**src/rtl/spi_nor_flash_responder.sv**
```systemverilog
// SPI NOR flash responder (mode 0) backed by an internal byte memory; oversampled on interfaceClk.
// Optional FAST_READ (0Bh) support is enabled by defining SPI_RESP_FAST_READ_EN.
module spi_nor_flash_responder #(
    parameter int unsigned ADDR_W      = 8,
    parameter int unsigned PAGE_W      = 8,
    parameter int unsigned PROG_CYCLES = 64,
    parameter logic [23:0] JEDEC_ID    = 24'hEF4016
) (
    input  logic       interfaceClk,
    input  logic       reset,
    input  logic       MCLK,
    input  logic       CS_n,
    input  logic       MOSI,
    output logic       MISO,
    output logic       busy,
    output logic       cmdStrobe,
    output logic [7:0] lastCmd
);
    localparam int unsigned DEPTH = 1 << ADDR_W;
    localparam int unsigned CNT_W = $clog2(PROG_CYCLES + 1);
    localparam int unsigned SH_W  = (ADDR_W > 8) ? ADDR_W : 8;
    localparam logic [ADDR_W-1:0] PAGE_MASK = ADDR_W'((64'd1 << PAGE_W) - 64'd1);

    localparam logic [2:0] ST_IDLE     = 3'd0;
    localparam logic [2:0] ST_CMD      = 3'd1;
    localparam logic [2:0] ST_ADDR     = 3'd2;
    localparam logic [2:0] ST_DUMMY    = 3'd3;
    localparam logic [2:0] ST_DATA_IN  = 3'd4;
    localparam logic [2:0] ST_DATA_OUT = 3'd5;
    localparam logic [2:0] ST_IGNORE   = 3'd6;

    localparam logic [2:0] OP_RDSR = 3'd0;
    localparam logic [2:0] OP_RDID = 3'd1;
    localparam logic [2:0] OP_READ = 3'd2;
    localparam logic [2:0] OP_PP   = 3'd3;
    localparam logic [2:0] OP_FAST = 3'd4;

    logic [2:0]        mclk_sync_q, mclk_sync_d, cs_sync_q, cs_sync_d;
    logic [1:0]        mosi_sync_q, mosi_sync_d;
    logic [2:0]        state_q, state_d, op_q, op_d;
    logic [4:0]        bit_cnt_q, bit_cnt_d;
    logic [SH_W-2:0]   sh_q, sh_d;
    logic [ADDR_W-1:0] addr_q, addr_d;
    logic [7:0]        out_q, out_d, last_cmd_q, last_cmd_d;
    logic [2:0]        obit_q, obit_d;
    logic [1:0]        id_idx_q, id_idx_d;
    logic [CNT_W-1:0]  prog_cnt_q, prog_cnt_d;
    logic              wel_q, wel_d, wip_q, wip_d, rst_armed_q, rst_armed_d;
    logic              pp_wrote_q, pp_wrote_d, miso_q, miso_d, cmd_strobe_q, cmd_strobe_d;

    // Bytes are stored complemented so the all-zero configuration state reads back as erased 8'hFF.
    logic [7:0]        mem_q [DEPTH];
    logic              mem_we;
    logic [7:0]        mem_wdata;

    logic              mclk_rise, mclk_fall, cs_fall, cs_rise;
    logic [SH_W-1:0]   sh_full;
    logic [7:0]        byte_in, status, id_byte;
    logic [ADDR_W-1:0] addr_in;

    assign mclk_rise = mclk_sync_q[1] & ~mclk_sync_q[2];
    assign mclk_fall = ~mclk_sync_q[1] & mclk_sync_q[2];
    assign cs_fall   = ~cs_sync_q[1] & cs_sync_q[2];
    assign cs_rise   = cs_sync_q[1] & ~cs_sync_q[2];
    assign sh_full   = {sh_q, mosi_sync_q[1]};
    assign byte_in   = sh_full[7:0];
    assign addr_in   = sh_full[ADDR_W-1:0];
    assign status    = {6'b0, wel_q, wip_q};

    always_comb begin
        case (id_idx_q)
            2'd1:    id_byte = JEDEC_ID[15:8];
            2'd2:    id_byte = JEDEC_ID[7:0];
            default: id_byte = 8'hFF;
        endcase
    end

    always_comb begin
        mclk_sync_d  = {mclk_sync_q[1:0], MCLK};
        cs_sync_d    = {cs_sync_q[1:0], CS_n};
        mosi_sync_d  = {mosi_sync_q[0], MOSI};
        state_d      = state_q;
        op_d         = op_q;
        bit_cnt_d    = bit_cnt_q;
        sh_d         = sh_q;
        addr_d       = addr_q;
        out_d        = out_q;
        obit_d       = obit_q;
        id_idx_d     = id_idx_q;
        prog_cnt_d   = prog_cnt_q;
        wel_d        = wel_q;
        wip_d        = wip_q;
        rst_armed_d  = rst_armed_q;
        pp_wrote_d   = pp_wrote_q;
        miso_d       = miso_q;
        last_cmd_d   = last_cmd_q;
        cmd_strobe_d = 1'b0;
        mem_we       = 1'b0;
        mem_wdata    = '0;

        if (wip_q) begin
            if (prog_cnt_q <= CNT_W'(1)) begin
                wip_d      = 1'b0;
                prog_cnt_d = '0;
            end else begin
                prog_cnt_d = prog_cnt_q - CNT_W'(1);
            end
        end

        if (cs_rise) begin
            state_d = ST_IDLE;
            miso_d  = 1'b0;
            if (op_q == OP_PP && (state_q == ST_ADDR || state_q == ST_DATA_IN)) begin
                wel_d = 1'b0;
                if (pp_wrote_q) begin
                    wip_d      = 1'b1;
                    prog_cnt_d = CNT_W'(PROG_CYCLES);
                end
            end
        end else if (cs_fall) begin
            state_d   = ST_CMD;
            bit_cnt_d = '0;
            miso_d    = 1'b0;
        end else begin
            case (state_q)
                ST_CMD: if (mclk_rise) begin
                    sh_d      = sh_full[SH_W-2:0];
                    bit_cnt_d = bit_cnt_q + 5'd1;
                    if (bit_cnt_q == 5'd7) begin
                        bit_cnt_d    = '0;
                        cmd_strobe_d = 1'b1;
                        last_cmd_d   = byte_in;
                        rst_armed_d  = 1'b0;
                        pp_wrote_d   = 1'b0;
                        obit_d       = '0;
                        state_d      = ST_IGNORE;
                        if (!wip_q || byte_in == 8'h05 || byte_in == 8'h9F) begin
                            case (byte_in)
                                8'h66: rst_armed_d = 1'b1;
                                8'h99: if (rst_armed_q) begin
                                    wel_d      = 1'b0;
                                    wip_d      = 1'b0;
                                    prog_cnt_d = '0;
                                end
                                8'h06: wel_d = 1'b1;
                                8'h04: wel_d = 1'b0;
                                8'h05: begin
                                    op_d    = OP_RDSR;
                                    out_d   = status;
                                    state_d = ST_DATA_OUT;
                                end
                                8'h9F: begin
                                    op_d     = OP_RDID;
                                    out_d    = JEDEC_ID[23:16];
                                    id_idx_d = 2'd1;
                                    state_d  = ST_DATA_OUT;
                                end
                                8'h03: begin
                                    op_d    = OP_READ;
                                    state_d = ST_ADDR;
                                end
                                8'h02: if (wel_q) begin
                                    op_d    = OP_PP;
                                    state_d = ST_ADDR;
                                end
`ifdef SPI_RESP_FAST_READ_EN
                                8'h0B: begin
                                    op_d    = OP_FAST;
                                    state_d = ST_ADDR;
                                end
`endif
                                default: ;
                            endcase
                        end
                    end
                end
                ST_ADDR: if (mclk_rise) begin
                    sh_d      = sh_full[SH_W-2:0];
                    bit_cnt_d = bit_cnt_q + 5'd1;
                    if (bit_cnt_q == 5'd23) begin
                        bit_cnt_d = '0;
                        addr_d    = addr_in;
                        if (op_q == OP_PP) begin
                            state_d = ST_DATA_IN;
                        end else if (op_q == OP_FAST) begin
                            state_d = ST_DUMMY;
                        end else begin
                            out_d   = ~mem_q[addr_in];
                            addr_d  = addr_in + ADDR_W'(1);
                            state_d = ST_DATA_OUT;
                        end
                    end
                end
                ST_DUMMY: if (mclk_rise) begin
                    bit_cnt_d = bit_cnt_q + 5'd1;
                    if (bit_cnt_q == 5'd7) begin
                        bit_cnt_d = '0;
                        out_d     = ~mem_q[addr_q];
                        addr_d    = addr_q + ADDR_W'(1);
                        state_d   = ST_DATA_OUT;
                    end
                end
                ST_DATA_IN: if (mclk_rise) begin
                    sh_d      = sh_full[SH_W-2:0];
                    bit_cnt_d = bit_cnt_q + 5'd1;
                    if (bit_cnt_q == 5'd7) begin
                        bit_cnt_d  = '0;
                        mem_we     = 1'b1;
                        mem_wdata  = mem_q[addr_q] | ~byte_in;
                        addr_d     = (addr_q & ~PAGE_MASK) | ((addr_q + ADDR_W'(1)) & PAGE_MASK);
                        pp_wrote_d = 1'b1;
                    end
                end
                ST_DATA_OUT: if (mclk_fall) begin
                    miso_d = out_q[7];
                    if (obit_q == 3'd7) begin
                        obit_d = '0;
                        case (op_q)
                            OP_RDSR: out_d = status;
                            OP_RDID: begin
                                out_d = id_byte;
                                if (id_idx_q != 2'd3) id_idx_d = id_idx_q + 2'd1;
                            end
                            default: begin
                                out_d  = ~mem_q[addr_q];
                                addr_d = addr_q + ADDR_W'(1);
                            end
                        endcase
                    end else begin
                        out_d  = {out_q[6:0], 1'b0};
                        obit_d = obit_q + 3'd1;
                    end
                end
                default: ;
            endcase
        end
    end

    always_ff @(posedge interfaceClk or negedge reset) begin
        if (!reset) begin
            mclk_sync_q  <= '0;
            cs_sync_q    <= '1;
            mosi_sync_q  <= '0;
            state_q      <= ST_IDLE;
            op_q         <= OP_RDSR;
            bit_cnt_q    <= '0;
            sh_q         <= '0;
            addr_q       <= '0;
            out_q        <= '0;
            obit_q       <= '0;
            id_idx_q     <= '0;
            prog_cnt_q   <= '0;
            wel_q        <= 1'b0;
            wip_q        <= 1'b0;
            rst_armed_q  <= 1'b0;
            pp_wrote_q   <= 1'b0;
            miso_q       <= 1'b0;
            last_cmd_q   <= '0;
            cmd_strobe_q <= 1'b0;
        end else begin
            mclk_sync_q  <= mclk_sync_d;
            cs_sync_q    <= cs_sync_d;
            mosi_sync_q  <= mosi_sync_d;
            state_q      <= state_d;
            op_q         <= op_d;
            bit_cnt_q    <= bit_cnt_d;
            sh_q         <= sh_d;
            addr_q       <= addr_d;
            out_q        <= out_d;
            obit_q       <= obit_d;
            id_idx_q     <= id_idx_d;
            prog_cnt_q   <= prog_cnt_d;
            wel_q        <= wel_d;
            wip_q        <= wip_d;
            rst_armed_q  <= rst_armed_d;
            pp_wrote_q   <= pp_wrote_d;
            miso_q       <= miso_d;
            last_cmd_q   <= last_cmd_d;
            cmd_strobe_q <= cmd_strobe_d;
        end
    end

    always_ff @(posedge interfaceClk) begin
        if (mem_we) mem_q[addr_q] <= mem_wdata;
    end

    assign MISO      = miso_q;
    assign busy      = wip_q;
    assign cmdStrobe = cmd_strobe_q;
    assign lastCmd   = last_cmd_q;
endmodule
```
**config.mk**
```make
export PLATFORM = sky130hd
export DESIGN_NAME = spi_nor_flash_responder
export DESIGN_NICKNAME = d
export VERILOG_FILES = /design/src/rtl/spi_nor_flash_responder.sv
export SDC_FILE = /design/constraint.sdc
export NUM_CORES = 2
export LEC_CHECK = 0
export ABC_AREA = 0
export CAP_MARGIN = 20
export CORE_ASPECT_RATIO = 0.8
export CORE_UTILIZATION = 35
export CTS_CLUSTER_DIAMETER = 200
export DETAILED_ROUTE_END_ITERATION = 8
export PLACE_DENSITY = 0.55
export SYNTH_ARGS = -nofsm -noshare
export SYNTH_HDL_FRONTEND = slang
export SYNTH_SLANG_ARGS = --single-unit
```
**constraint.sdc**
```tcl
create_clock -name interfaceClk -period 21.3 [get_ports interfaceClk]
set_input_delay 5.325 -clock interfaceClk [delete_from_list [all_inputs] [get_ports interfaceClk]]
set_output_delay 5.325 -clock interfaceClk [all_outputs]
set_load 0.1 [all_outputs]
```
==> results.cfg <==
[die]
boundaryPins = 16
start_util_pct = 35.17
chipWidth_um = 599.3
die_area_um2 = 287500
rows = 175
die_h_um = 479.8
core_um2 = 284000

[route]
drc_errors = 0
ant_nets = 0
viasPerCell = 6.359
wl_per_cell_um = 37.55
firstDrtPassIters = 8
vias = 59220
drt_iter0_drc = 8949
drt_wl_total_um = 349600

[logic_synthesis]
ys_ff_latch = 2115
synth_nets = 5221
async_reset_ff_share_pct = 3.168
synth_cells = 5196
ys.flop_type = edfxtp_1
ys_seq_area_share_pct = 63.25
syn_area_per_cell_um2 = 19.22
synth_area_um2 = 99890
netlist-cell-type-count = 75
yosysWarnings = 0
synth_edf_count = 2048

[clocking]
cts_resized = 0
h-tree-depth = 4
cts-buffers-inserted = 215
cts_tree = built
cts.sinks = 2115
postCtsSetupBuffers = 0
cts.clk_slew.worst_paths_ns = 0.06
cts_hold_buffers = 0
cts_root_buf = clkbuf_16
clk_latency_ns = 0.91
clockBufferDepth = 4

[setup_path]
cp-end-kind = primary output
worstPathArrival_ns = 2.90
critical_path.max_stage_delay_ns = 1.29
startpoint_type = flip-flop
crit_chain = clkdlybuf4s50_1
cp_top_family = buffers and inverters
cp_max_fo = 12
r2r_slack_ns = 13.16
cp.required_ns = 15.98
crit_slowest_cell = clkdlybuf4s50_1
cp_num_buf_inv = 1
path_class = reg2out

[grt]
grt_pass1_wl_um = 479700
grt_start_max_net_pins = 257
antenna_found_initial = 20
grtUsageMet3_pct = 8.175
grt_overflow = 0
use_met1_pct = 34.18
grtUsageMet2_pct = 34.25
grt_pass1_vias = 57400
grt_use_total_pct = 24.03
grt-busiest-layer = met2

[layout]
final_nets = 5362
syn2layout_area_growth_pct = 12.51
drive_above_1_share_pct = 33.19
fillers = 25250

[power]
p_int_mw = 7.567
p_leak_nw = 29.42
p_sw_mw = 4.165
ir_worst_vdd_v = 0.0001599
p_per_area_nw_per_um2 = 104.4
clockPowerShare_pct = 31.1
pwr-share-seq_pct = 40.1
power_frac_comb_pct = 28.9
switching_share_pct = 35.50

[sta]
finalHoldViolCount = 0
fin_crit_ns = 8.227
max_slew_margin_pct = 12.38
clock.fmax_mhz = 121.6
rsz0062_at_grt = no
hold_ws_ns = 0.3534
tightest_slew_ns = 1.309
clock_skew_ns = 0.07004
fin_crit_sh_pct = 38.62
tns_ns = 0
maxSlewViolCount = 0
setup_violations = 0

[place]
place_hpwl_um = 225800
io_buffers = 15
gp_congestion = 1.007

[hold_path]
hold_path.class = reg2reg

[flow_run]
max_cap_violations = 0

[outcome]
outcome = complete, no violations
## synthesized netlist by cell type (10+ instances only)
library cell / instances / share of area, %
nand3_1: 69 / 0.35
mux2_2: 34 / 0.38
o21ai_0: 69 / 0.35
a21oi_1: 75 / 0.38
nand4_1: 25 / 0.16
a211oi_1: 28 / 0.21
nand2b_1: 26 / 0.16
clkbuf_1: 147 / 0.55
buf_4: 41 / 0.31
mux2i_1: 182 / 1.8
o2111ai_1: 10 / 0.088
a221oi_1: 18 / 0.16
a22oi_1: 105 / 0.79
nor2b_1: 26 / 0.16
nand2_1: 198 / 0.74
inv_1: 22 / 0.083
a22o_1: 20 / 0.18
o22ai_1: 27 / 0.17
buf_6: 21 / 0.24
mux4_2: 1117 / 25
dfrtp_1: 64 / 1.6
a31oi_1: 18 / 0.11
nor3_1: 41 / 0.21
buf_1: 56 / 0.21
and3_1: 10 / 0.063
buf_2: 143 / 0.72
a32oi_1: 11 / 0.096
nor2_1: 364 / 1.4
and2_1: 11 / 0.069
edfxtp_1: 2048 / 62
o211ai_1: 20 / 0.15
ha_1: 20 / 0.25
## registers in the layout, indices dropped and copies added, names as in the netlist, 5 cells and up
| signal | flops |
|---|---|
| sh_q | 7 |
| lastCmd | 8 |
| prog_cnt_q | 7 |
| mem_q | 2048 |
| bit_cnt_q | 5 |
| out_q | 8 |
| addr_q | 8 |
## cell families (layout without fill, tap and decap cells)
group	Yosys count	in the layout	synth area share (%)
AOI/OAI and AO/OA	468	468	3.263
other	0	9	0
muxes	1333	1333	27.39
DFF	2115	2115	63.25
adders and majority gates	20	20	0.2505
xor gates and xnor gates	13	13	0.1140
buffers and inverters	433	735	2.119
and+or+nand+nor	814	814	3.609
## routing by layer
metal | up-vias | part of all wire (%)
met4 | 8 | 4.0
met1 | 32090 | 40
met3 | 722 | 13
li1 | 22520 | -
met2 | 3880 | 43
met5 | - | 0.075
## cell usage in the layout, fill, tap and decap left out, types with 43 or more instances in the layout
master     count
edfxtp_1    2048
mux4_2      1117
nor2_1       355
buf_4        264
clkbuf_16    218
nand2_1      188
mux2i_1      182
a22oi_1      105
nand3_1       69
a21oi_1       69
o21ai_0       69
dfrtp_1       53
clkbuf_1      53
clkinv_2      43
## path summary, 6_finish.rpt
check | end | startpoint | cells after the start
setup / recovery | busy | busy | 1
hold / removal | mosi_sync_q[1] | mosi_sync_q[0] | 0
setup reg to reg | mem_q[11][3] | addr_q[0] | 12
hold reg to reg | mosi_sync_q[1] | mosi_sync_q[0] | 0
max in group asynchronous | addr_q[0] | reset | 1
min in group asynchronous | lastCmd[3] | reset | 1
## area by class of cell
class,instances,area (µm²),area share (%)
Inverter,24,97.59,0.08684
Clock buffer,274,5695,5.068
Multi-Input combinational cell,2648,34810,30.97
Tap cell,3805,4761,4.236
Timing Repair Buffer,333,2972,2.644
Antenna cell,9,22.52,0.02004
Sequential cell,2115,63210,56.25
Clock inverter,104,808.3,0.7192
## power groups by stage
stage / Combinational [mW] / Clock, mW / Sequential, mW
floorplan: 2.00 / 0 / 4.64
global placement: 3.27 / 0 / 4.78
detailed placement: 3.27 / 0 / 4.78
CTS: 3.27 / 3.70 / 4.69
global route: 3.40 / 3.84 / 4.70
finish: 3.38 / 3.65 / 4.70
## per-stage QoR
step | instances | worst slack [ns] | util, % | power [mW] | area [µm²]
3_3_place_gp | 8853 | 13.35 | 36.98 | 8.049 | 105000
4_1_cts | 9258 | 13.04 | 39.38 | 11.66 | 111800
2_1_floorplan | 5196 | 9.518 | - | 6.636 | 99890
6_report | 9312 | 13.07 | 39.57 | 11.73 | 112400
3_5_place_dp | 8880 | 13.31 | 37.09 | 8.047 | 105300
5_1_grt | 9303 | 12.64 | 39.56 | 11.94 | 112400
No activity file was read; power rests on OpenSTA's default activity.
